<file path="config.mk">
export PLATFORM = sky130hd
export DESIGN_NAME = pc_sequencer
export DESIGN_NICKNAME = d
export VERILOG_FILES = /design/src/rtl/pc_seq_defs.sv /design/src/rtl/fetch_timer.sv /design/src/rtl/pc_sequencer.sv
export SDC_FILE = /design/constraint.sdc
export NUM_CORES = 1
export LEC_CHECK = 0
export CORE_UTILIZATION = 36
export DETAILED_ROUTE_END_ITERATION = 8
export HOLD_SLACK_MARGIN = 0.08
export PLACE_DENSITY_LB_ADDON = 0.15
export SLEW_MARGIN = 20
export SYNTH_ARGS = -nofsm -noshare
export SYNTH_HDL_FRONTEND = slang
export SYNTH_HIERARCHICAL = 1
export SYNTH_SLANG_ARGS = --single-unit
</file>
<file path="constraint.sdc">
create_clock -name clk -period 5.4 [get_ports clk]
set_clock_uncertainty 0.2 [all_clocks]
set_input_delay 1.08 -clock clk [delete_from_list [all_inputs] [get_ports clk]]
set_output_delay 1.08 -clock clk [all_outputs]
set_load 0.01 [all_outputs]
</file>
<file path="src/rtl/pc_seq_defs.sv">
// Shared definitions for the fetch-stage PC sequencer: FSM encoding and default vectors.
package pc_seq_defs;

    typedef enum logic [1:0] {
        StBoot = 2'd0,
        StRun  = 2'd1,
        StPend = 2'd2
    } seq_state_e;

    localparam logic [31:0] DEF_RESET_PC = 32'h0000_3000;
    localparam logic [31:0] DEF_EXC_VEC  = 32'h0000_4180;

endpackage

</file>
<file path="src/rtl/fetch_timer.sv">
// Saturating count of consecutive un-acked fetch cycles; flags the last allowed cycle.
module fetch_timer #(
    parameter int unsigned TIMEOUT = 16
) (
    input  logic clk,
    input  logic reset,
    input  logic clear,
    input  logic count,
    output logic expired
);

    localparam int unsigned CW = (TIMEOUT > 1) ? $clog2(TIMEOUT) : 1;
    localparam logic [CW-1:0] LAST = CW'(TIMEOUT - 1);

    logic [CW-1:0] cnt_q, cnt_d;

    always_comb begin
        cnt_d = cnt_q;
        if (clear) begin
            cnt_d = '0;
        end else if (count && (cnt_q != LAST)) begin
            cnt_d = cnt_q + CW'(1);
        end
    end

    always_ff @(posedge clk) begin
        if (!reset) begin
            cnt_q <= '0;
        end else begin
            cnt_q <= cnt_d;
        end
    end

    assign expired = (cnt_q == LAST);

endmodule

</file>
<file path="src/rtl/pc_sequencer.sv">
// Fetch-stage PC controller: next-PC mux, delay-slot redirects, exceptions/ERET, fetch watchdog.
module pc_sequencer
    import pc_seq_defs::*;
#(
    parameter logic [31:0] RESET_PC = DEF_RESET_PC,
    parameter logic [31:0] EXC_VEC  = DEF_EXC_VEC,
    parameter int unsigned TIMEOUT  = 16
) (
    input  logic        clk,
    input  logic        reset,
    input  logic [31:0] pc_cur,
    input  logic        stall,
    input  logic        md_busy,
    input  logic        br_taken,
    input  logic [31:0] br_target,
    input  logic        jmp,
    input  logic [31:0] jmp_target,
    input  logic        exc_req,
    input  logic        eret,
    input  logic [31:0] epc,
    input  logic        imem_ack,
    output logic        imem_req,
    output logic        PC_EN,
    output logic [31:0] nextPCounter,
    output logic        flush_D,
    output logic        fetch_err
);

    seq_state_e  state_q, state_d;
    logic [31:0] pend_q, pend_d;
    logic        hold;
    logic        t_clear, t_count, t_expired;

    assign hold = stall | md_busy;

    fetch_timer #(
        .TIMEOUT (TIMEOUT)
    ) u_fetch_timer (
        .clk     (clk),
        .reset   (reset),
        .clear   (t_clear),
        .count   (t_count),
        .expired (t_expired)
    );

    always_comb begin
        state_d      = state_q;
        pend_d       = pend_q;
        imem_req     = 1'b0;
        PC_EN        = 1'b0;
        nextPCounter = pc_cur;
        flush_D      = 1'b0;
        fetch_err    = 1'b0;
        t_clear      = 1'b0;
        t_count      = 1'b0;

        unique case (state_q)
            StBoot: state_d = StRun;
            StRun, StPend: begin
                imem_req = 1'b1;
                if (exc_req) begin
                    PC_EN        = 1'b1;
                    nextPCounter = EXC_VEC;
                    flush_D      = 1'b1;
                    state_d      = StRun;
                    t_clear      = 1'b1;
                end else if (eret) begin
                    PC_EN        = 1'b1;
                    nextPCounter = epc;
                    flush_D      = 1'b1;
                    state_d      = StRun;
                    t_clear      = 1'b1;
                end else if (t_expired && !imem_ack) begin
                    fetch_err    = 1'b1;
                    PC_EN        = 1'b1;
                    nextPCounter = EXC_VEC;
                    flush_D      = 1'b1;
                    state_d      = StRun;
                    t_clear      = 1'b1;
                end else begin
                    if (imem_ack) begin
                        t_clear = 1'b1;
                        if (!hold) begin
                            PC_EN = 1'b1;
                            if (state_q == StPend) begin
                                nextPCounter = pend_q;
                                state_d      = StRun;
                            end else begin
                                nextPCounter = pc_cur + 32'd4;
                            end
                        end
                    end else begin
                        t_count = 1'b1;
                    end
                    // Capture only from RUN; the delay slot still fetches sequentially.
                    if ((state_q == StRun) && !hold) begin
                        if (br_taken) begin
                            pend_d  = br_target;
                            state_d = StPend;
                        end else if (jmp) begin
                            pend_d  = jmp_target;
                            state_d = StPend;
                        end
                    end
                end
            end
            default: state_d = StBoot;
        endcase

        if (!reset) begin
            imem_req     = 1'b0;
            PC_EN        = 1'b0;
            nextPCounter = RESET_PC;
            flush_D      = 1'b0;
            fetch_err    = 1'b0;
        end
    end

    always_ff @(posedge clk) begin
        if (!reset) begin
            state_q <= StBoot;
            pend_q  <= '0;
        end else begin
            state_q <= state_d;
            pend_q  <= pend_d;
        end
    end

endmodule
</file>
# == Word-level counts from Yosys, hierarchy flattened ==
# Index checks and enable logic that the tools add are counted.
# Widths: inputs -> output; s select.
# word_totals
regBits,38
out_inout_bits,36
elab_cells,72
# op_classes
n_addsub,2
n_eq_ne,4
mux,48
bitwise_logic,5
n_reduce_logical,10
# op_table
cell,count
$mux 32,10
$add 32x3->32 const B,1
$mux 1,28
$mux 2,9
$reduce_and 6->1,1
$add 4x1->4 const B,1
$eq 4x4->1 const B,1
$ne 4x4->1 const B,1
$not 1->1,4
$pmux 2 s2,1
$reduce_or 2->1,2
$logic_and 1x1->1,3
$eq 2x1->1 const B,1
$eq 2x2->1 const B,1
$logic_not 1->1,2
$logic_not 2->1,1
$reduce_bool 2->1,1
$or 1x1->1,1

# == Logic depth before layout (Yosys ltp) ==
# Gate-level depths: netlist (run 1).
# logic_depth
depth_word,11
depth_mapped,9
mapped_depth_nobuf,7

# == Modules after synthesis ==
# Netlist (run 1), hierarchy kept.
# modules_own_cells
module,instances,cells_each,area_each_um2,seq_area_each_um2
pc_sequencer,1,528,3627.2,680.7
fetch_timer,1,22,197.7,80.1

# == Worst setup path after synthesis (run 1) ==
# No wires, ideal clock.
# synth_timing
path_kind,input to output
startpoint,in pc_cur[12]
endpoint,out nextPCounter[19]
t_arrival_ns,2.720
setup_slack_ns,1.400
path_stages,6
path_cell_list,clkbuf_2 -> nand4_1 -> nor4_1 -> nor4b_1 -> o21ai_0 -> a221oi_1
# synth_between
elab_chain_cells,9
# synth_lines
item,line_no,rtl
"start, declared",pc_sequencer.sv:11,"input logic [31:0] pc_cur,"
$add 32x3->32,pc_sequencer.sv:89,nextPCounter = pc_cur + 32'd4;
$mux 32,pc_sequencer.sv:85,if (state_q == StPend) begin
$mux 32,pc_sequencer.sv:83,if (!hold) begin
$mux 32,pc_sequencer.sv:81,if (imem_ack) begin
$mux 32,pc_sequencer.sv:73,end else if (t_expired && !imem_ack) begin
$mux 32,pc_sequencer.sv:67,end else if (eret) begin
$mux 32,pc_sequencer.sv:61,if (exc_req) begin
$mux 32,pc_sequencer.sv:57,unique case (state_q)
$mux 32,pc_sequencer.sv:110,if (!reset) begin
"end, declared",pc_sequencer.sv:24,"output logic [31:0] nextPCounter,"
# Every way passes these cells.

# == Final worst setup path (run 1) ==
# layout_timing
startpoint,in imem_ack
endpoint,out nextPCounter[30]
# layout_between
elab_chain_cells,7
elab_cells_between_ends,8
cone_classes,mux (6); reduce/logical (2)
# layout_lines
item,line_no,rtl
"start, declared",pc_sequencer.sv:21,"input logic imem_ack,"
$logic_not 1->1,pc_sequencer.sv:73,
$logic_and 1x1->1,pc_sequencer.sv:73,
$mux 32 (*),pc_sequencer.sv:73,
$mux 32 (*),pc_sequencer.sv:67,
$mux 32 (*),pc_sequencer.sv:61,
$mux 32 (*),pc_sequencer.sv:57,
$mux 32 (*),pc_sequencer.sv:110,
# Every way passes the cells marked *; elsewhere a longest branch is shown, timed or not.

==> flow_metrics.py, run 1 <==
metrics = {
    "critical_path": {
        "critPathBufInv": 2,
        "cpMaxStageDelayCell": "or3b_2",
        "rr_startpoint": "state_q[1]",
        "critPathCaptureType": "output pin",
        "crit_arrival_ps": 3880,
        "path_class": "in2out",
        "max_stage_delay_ps": 620,
        "path_cells": "clkdlybuf4s50_1, or3b_2, nor3_1, a221o_1, o21a_1, o221a_2, clkdlybuf4s50_1",
        "start_kind": "input pin",
        "critPathRequiredTime_ps": 4120,
        "cpMostUsedCell": "clkdlybuf4s50_1",
        "critPathMaxFanout": 13,
        "crit_path_start": "imem_ack",
        "cp_top_family": "simple AND/OR/NAND/NOR gates",
    },
    "clock_network": {
        "ctsHoldBuffers": 0,
        "root_buffer": "clkbuf_8",
        "htree_levels": 2,
        "cts_buffers": 5,
        "cts_setup_buffers": 0,
        "worstSkewPairLatency_ps": 280,
        "cts.clk_slew.worst_paths_ps": 80,
        "cts_tree": "yes",
        "cts_sinks": 38,
        "clk_path_buf_depth": 2,
        "cts_resized": 0,
    },
    "synth": {
        "yosysUniqueCellTypes": 64,
        "syn_avg_cell_area_um2": 6.95,
        "synthArstFlopShare_pct": 0,
        "yosysTopAreaCellShare_pct": 19.9,
        "synthesis.area_mm2": 0.00382,
        "syn_inst": 550,
        "yosysTopAreaCell": "dfxtp_1",
        "synth_compound_gate_area_share_pct": 33.1,
        "yosysSeqAreaShare_pct": 19.9,
        "yosysWarnings": 6,
        "synth_xor_area_share_pct": 0.687,
        "muxShareOfSynthArea_pct": 10.3,
        "synth_edf_count": 0,
        "synth_top_family_by_area": "compound AO/OA/AOI/OAI gates",
        "synth-simple-area-share_pct": 27.6,
        "ys_seq_elements": 38,
        "synth_ff_type": "dfxtp_1",
        "synth.area.top_cells": "dfxtp_1, mux2i_1, a211oi_1, nor2_1, a21oi_1",
        "synth_fa_ha_area_share_pct": 2.29,
        "synth.net_count": 694,
    },
    "die": {
        "coreArea_mm2": 0.0103,
        "fp-row-count": 37,
        "io_pins": 173,
        "die_y_um": 105,
        "die_area_mm2": 0.0110,
        "die_x_um": 105,
        "start_util_pct": 37.1,
    },
    "pwr": {
        "switchingPower_mw": 0.256,
        "leakage_nw": 2.05,
        "power_frac_clock_pct": 23.9,
        "power_density_mw_per_mm2": 141,
        "p_sw_share_pct": 30.9,
        "pwr-share-seq_pct": 34.4,
        "p_comb_share_pct": 41.7,
        "ir_drop_v": 0.000193,
        "power.internal_mw": 0.572,
    },
    "final_layout": {
        "layout_commonest_cell": "clkdlybuf4s50_1",
        "multi_input_area_mm2": 0.00284,
        "drive_above_1_share_pct": 7.28,
        "final_cell_mix": "clkdlybuf4s50_1, nor2_1, nand2_1",
        "nFillCells": 1001,
        "final_nets": 857,
        "regArea_um2": 761,
        "area_growth_pct": 53.5,
        "n_antenna_cell": 0,
    },
    "timing": {
        "setup_viol": 0,
        "fin_crit_sh_pct": 95.6,
        "final_max_slew_viol_count": 0,
        "holdWs_ps": 302,
        "worst_pin_slew_ps": 893,
        "fmax_mhz": 194,
        "relSlewSlack_pct": 40.5,
        "fin_tns_setup_ps": 0,
        "rsz0062_at_grt": "no",
        "hold_violations": 0,
        "layout_min_cycle_time_ps": 5160,
    },
    "outcome": {
        "status": "finished clean",
    },
    "min_path": {
        "min_from": "pend_q[2]",
        "hold_path.class": "reg2reg",
    },
    "routing": {
        "drtIter0Drc": 490,
        "wire_per_inst_um": 18.7,
        "routed_wl_um": 15900,
        "dr_wl_met3_um": 1200,
        "m1WireLength_um": 7290,
        "met2_length_um": 7110,
        "num_vias": 4966,
        "dr.max_layer_used": "met4",
        "drcViolationCount": 0,
        "ant_nets": 0,
        "vias_per_cell": 5.84,
        "drtPass1Iterations": 5,
    },
    "global_route": {
        "antenna_found_initial": 0,
        "grt_overflow": 0,
        "grt_max_degree": 65,
        "first_global_vias": 4601,
        "grt_pass1_wl_um": 24600,
        "track_usage_pct": 28.1,
    },
    "placement": {
        "dp_hpwl_um": 12200,
        "place_congestion": 0.893,
        "io_buffers": 172,
    },
    "run": {
        "drv_cap": 0,
    },
}
## cell type report
type / instances / share of cell area [%]
Clock buffer: 6 / 1.41
Clock inverter: 2 / 0.213
Inverter: 12 / 0.767
Multi-Input combinational cell: 452 / 48.4
Sequential cell: 38 / 13.0
Tap cell: 136 / 2.90
Timing Repair Buffer: 204 / 33.3
## kinds of logic after synthesis
group	after synthesis
simple gates	212
mux	39
fa+ha+maj	7
flops	38
buf+inv	60
xor+xnor	3
compound gates	191
## through the flow
step / area (um2) / setup WS, ps / std cells / util [%] / total power [mW]
after global placement: 5780 / 349 / 842 / 56.0 / 0.631
final: 5870 / 239 / 850 / 56.9 / 0.828
after CTS: 5870 / 277 / 850 / 56.9 / 0.833
after detailed placement: 5780 / 292 / 842 / 56.0 / 0.634
after global routing: 5870 / 135 / 850 / 56.9 / 0.869
after floorplan: 3820 / 1400 / 550 / - / 0.430
## flip-flops by register name, indices dropped and copies added (netlist names)
name	count
pend_q	32
u_fetch_timer/cnt_q	4
state_q	2
## path summary, 6_finish.rpt
path	slack, ps	depth (start not counted)	to
max	240	7	nextPCounter[30]
min	300	2	pend_q[2]
max reg2reg	2240	8	pend_q[14]
min reg2reg	300	2	pend_q[2]
## metal layers
| metal | vias up | track usage [%] |
|---|---|---|
| met3 | 21 | 2.93 |
| li1 | 2422 | - |
| met4 | 0 | 8.25 |
| met5 | - | 0 |
| met1 | 2278 | 39.8 |
| met2 | 245 | 44.8 |
## worst register-to-register path, cell delays in order (launching register included)
cell and delay, ps:
dfxtp_1 390, inv_1 110, ha_1 310, buf_4 440, nand3_1 560, nor2_4 230
buf_4 500, nor2_1 100, a211oi_1 240
## synth_stat cells (all sizes together) (3+ instances only)
master,number
o31ai,6
and4,4
a31oi,14
nor2,58
a21o,5
a22oi,6
and3,10
o22ai,4
a211oi,38
nor4,6
or4,5
nand3b,4
inv,11
a21oi,40
nor3,20
clkbuf,44
nand3,21
o21ai,39
nand2b,5
a311oi,3
ha,7
buf,4
o211ai,5
a221oi,6
nand2,50
o21a,5
dfxtp,38
nand4,13
mux2i,37
or3,5
## power groups by stage
| stage | Combinational, mW | Sequential, mW | Clock (mW) |
|---|---|---|---|
| 4_1_cts | 0.344 | 0.285 | 0.205 |
| 6_report | 0.345 | 0.285 | 0.198 |
| 5_1_grt | 0.369 | 0.285 | 0.215 |
| 3_5_place_dp | 0.342 | 0.291 | 0 |
| 2_1_floorplan | 0.140 | 0.290 | 0 |
| 3_3_place_gp | 0.339 | 0.291 | 0 |
No activity file was read; power rests on OpenSTA's default activity.
==> run 2, diff against run 1 <==
--- a/config.mk
+++ b/config.mk
@@ -9,6 +9,7 @@
 export DETAILED_ROUTE_END_ITERATION = 8
 export HOLD_SLACK_MARGIN = 0.08
 export PLACE_DENSITY_LB_ADDON = 0.15
+export SKIP_CTS_REPAIR_TIMING = 1
 export SLEW_MARGIN = 20
 export SYNTH_ARGS = -nofsm -noshare
 export SYNTH_HDL_FRONTEND = slang
==> results of run 2 <==
Same layout as run 1: the final DEF is identical, and so are final timing and power.
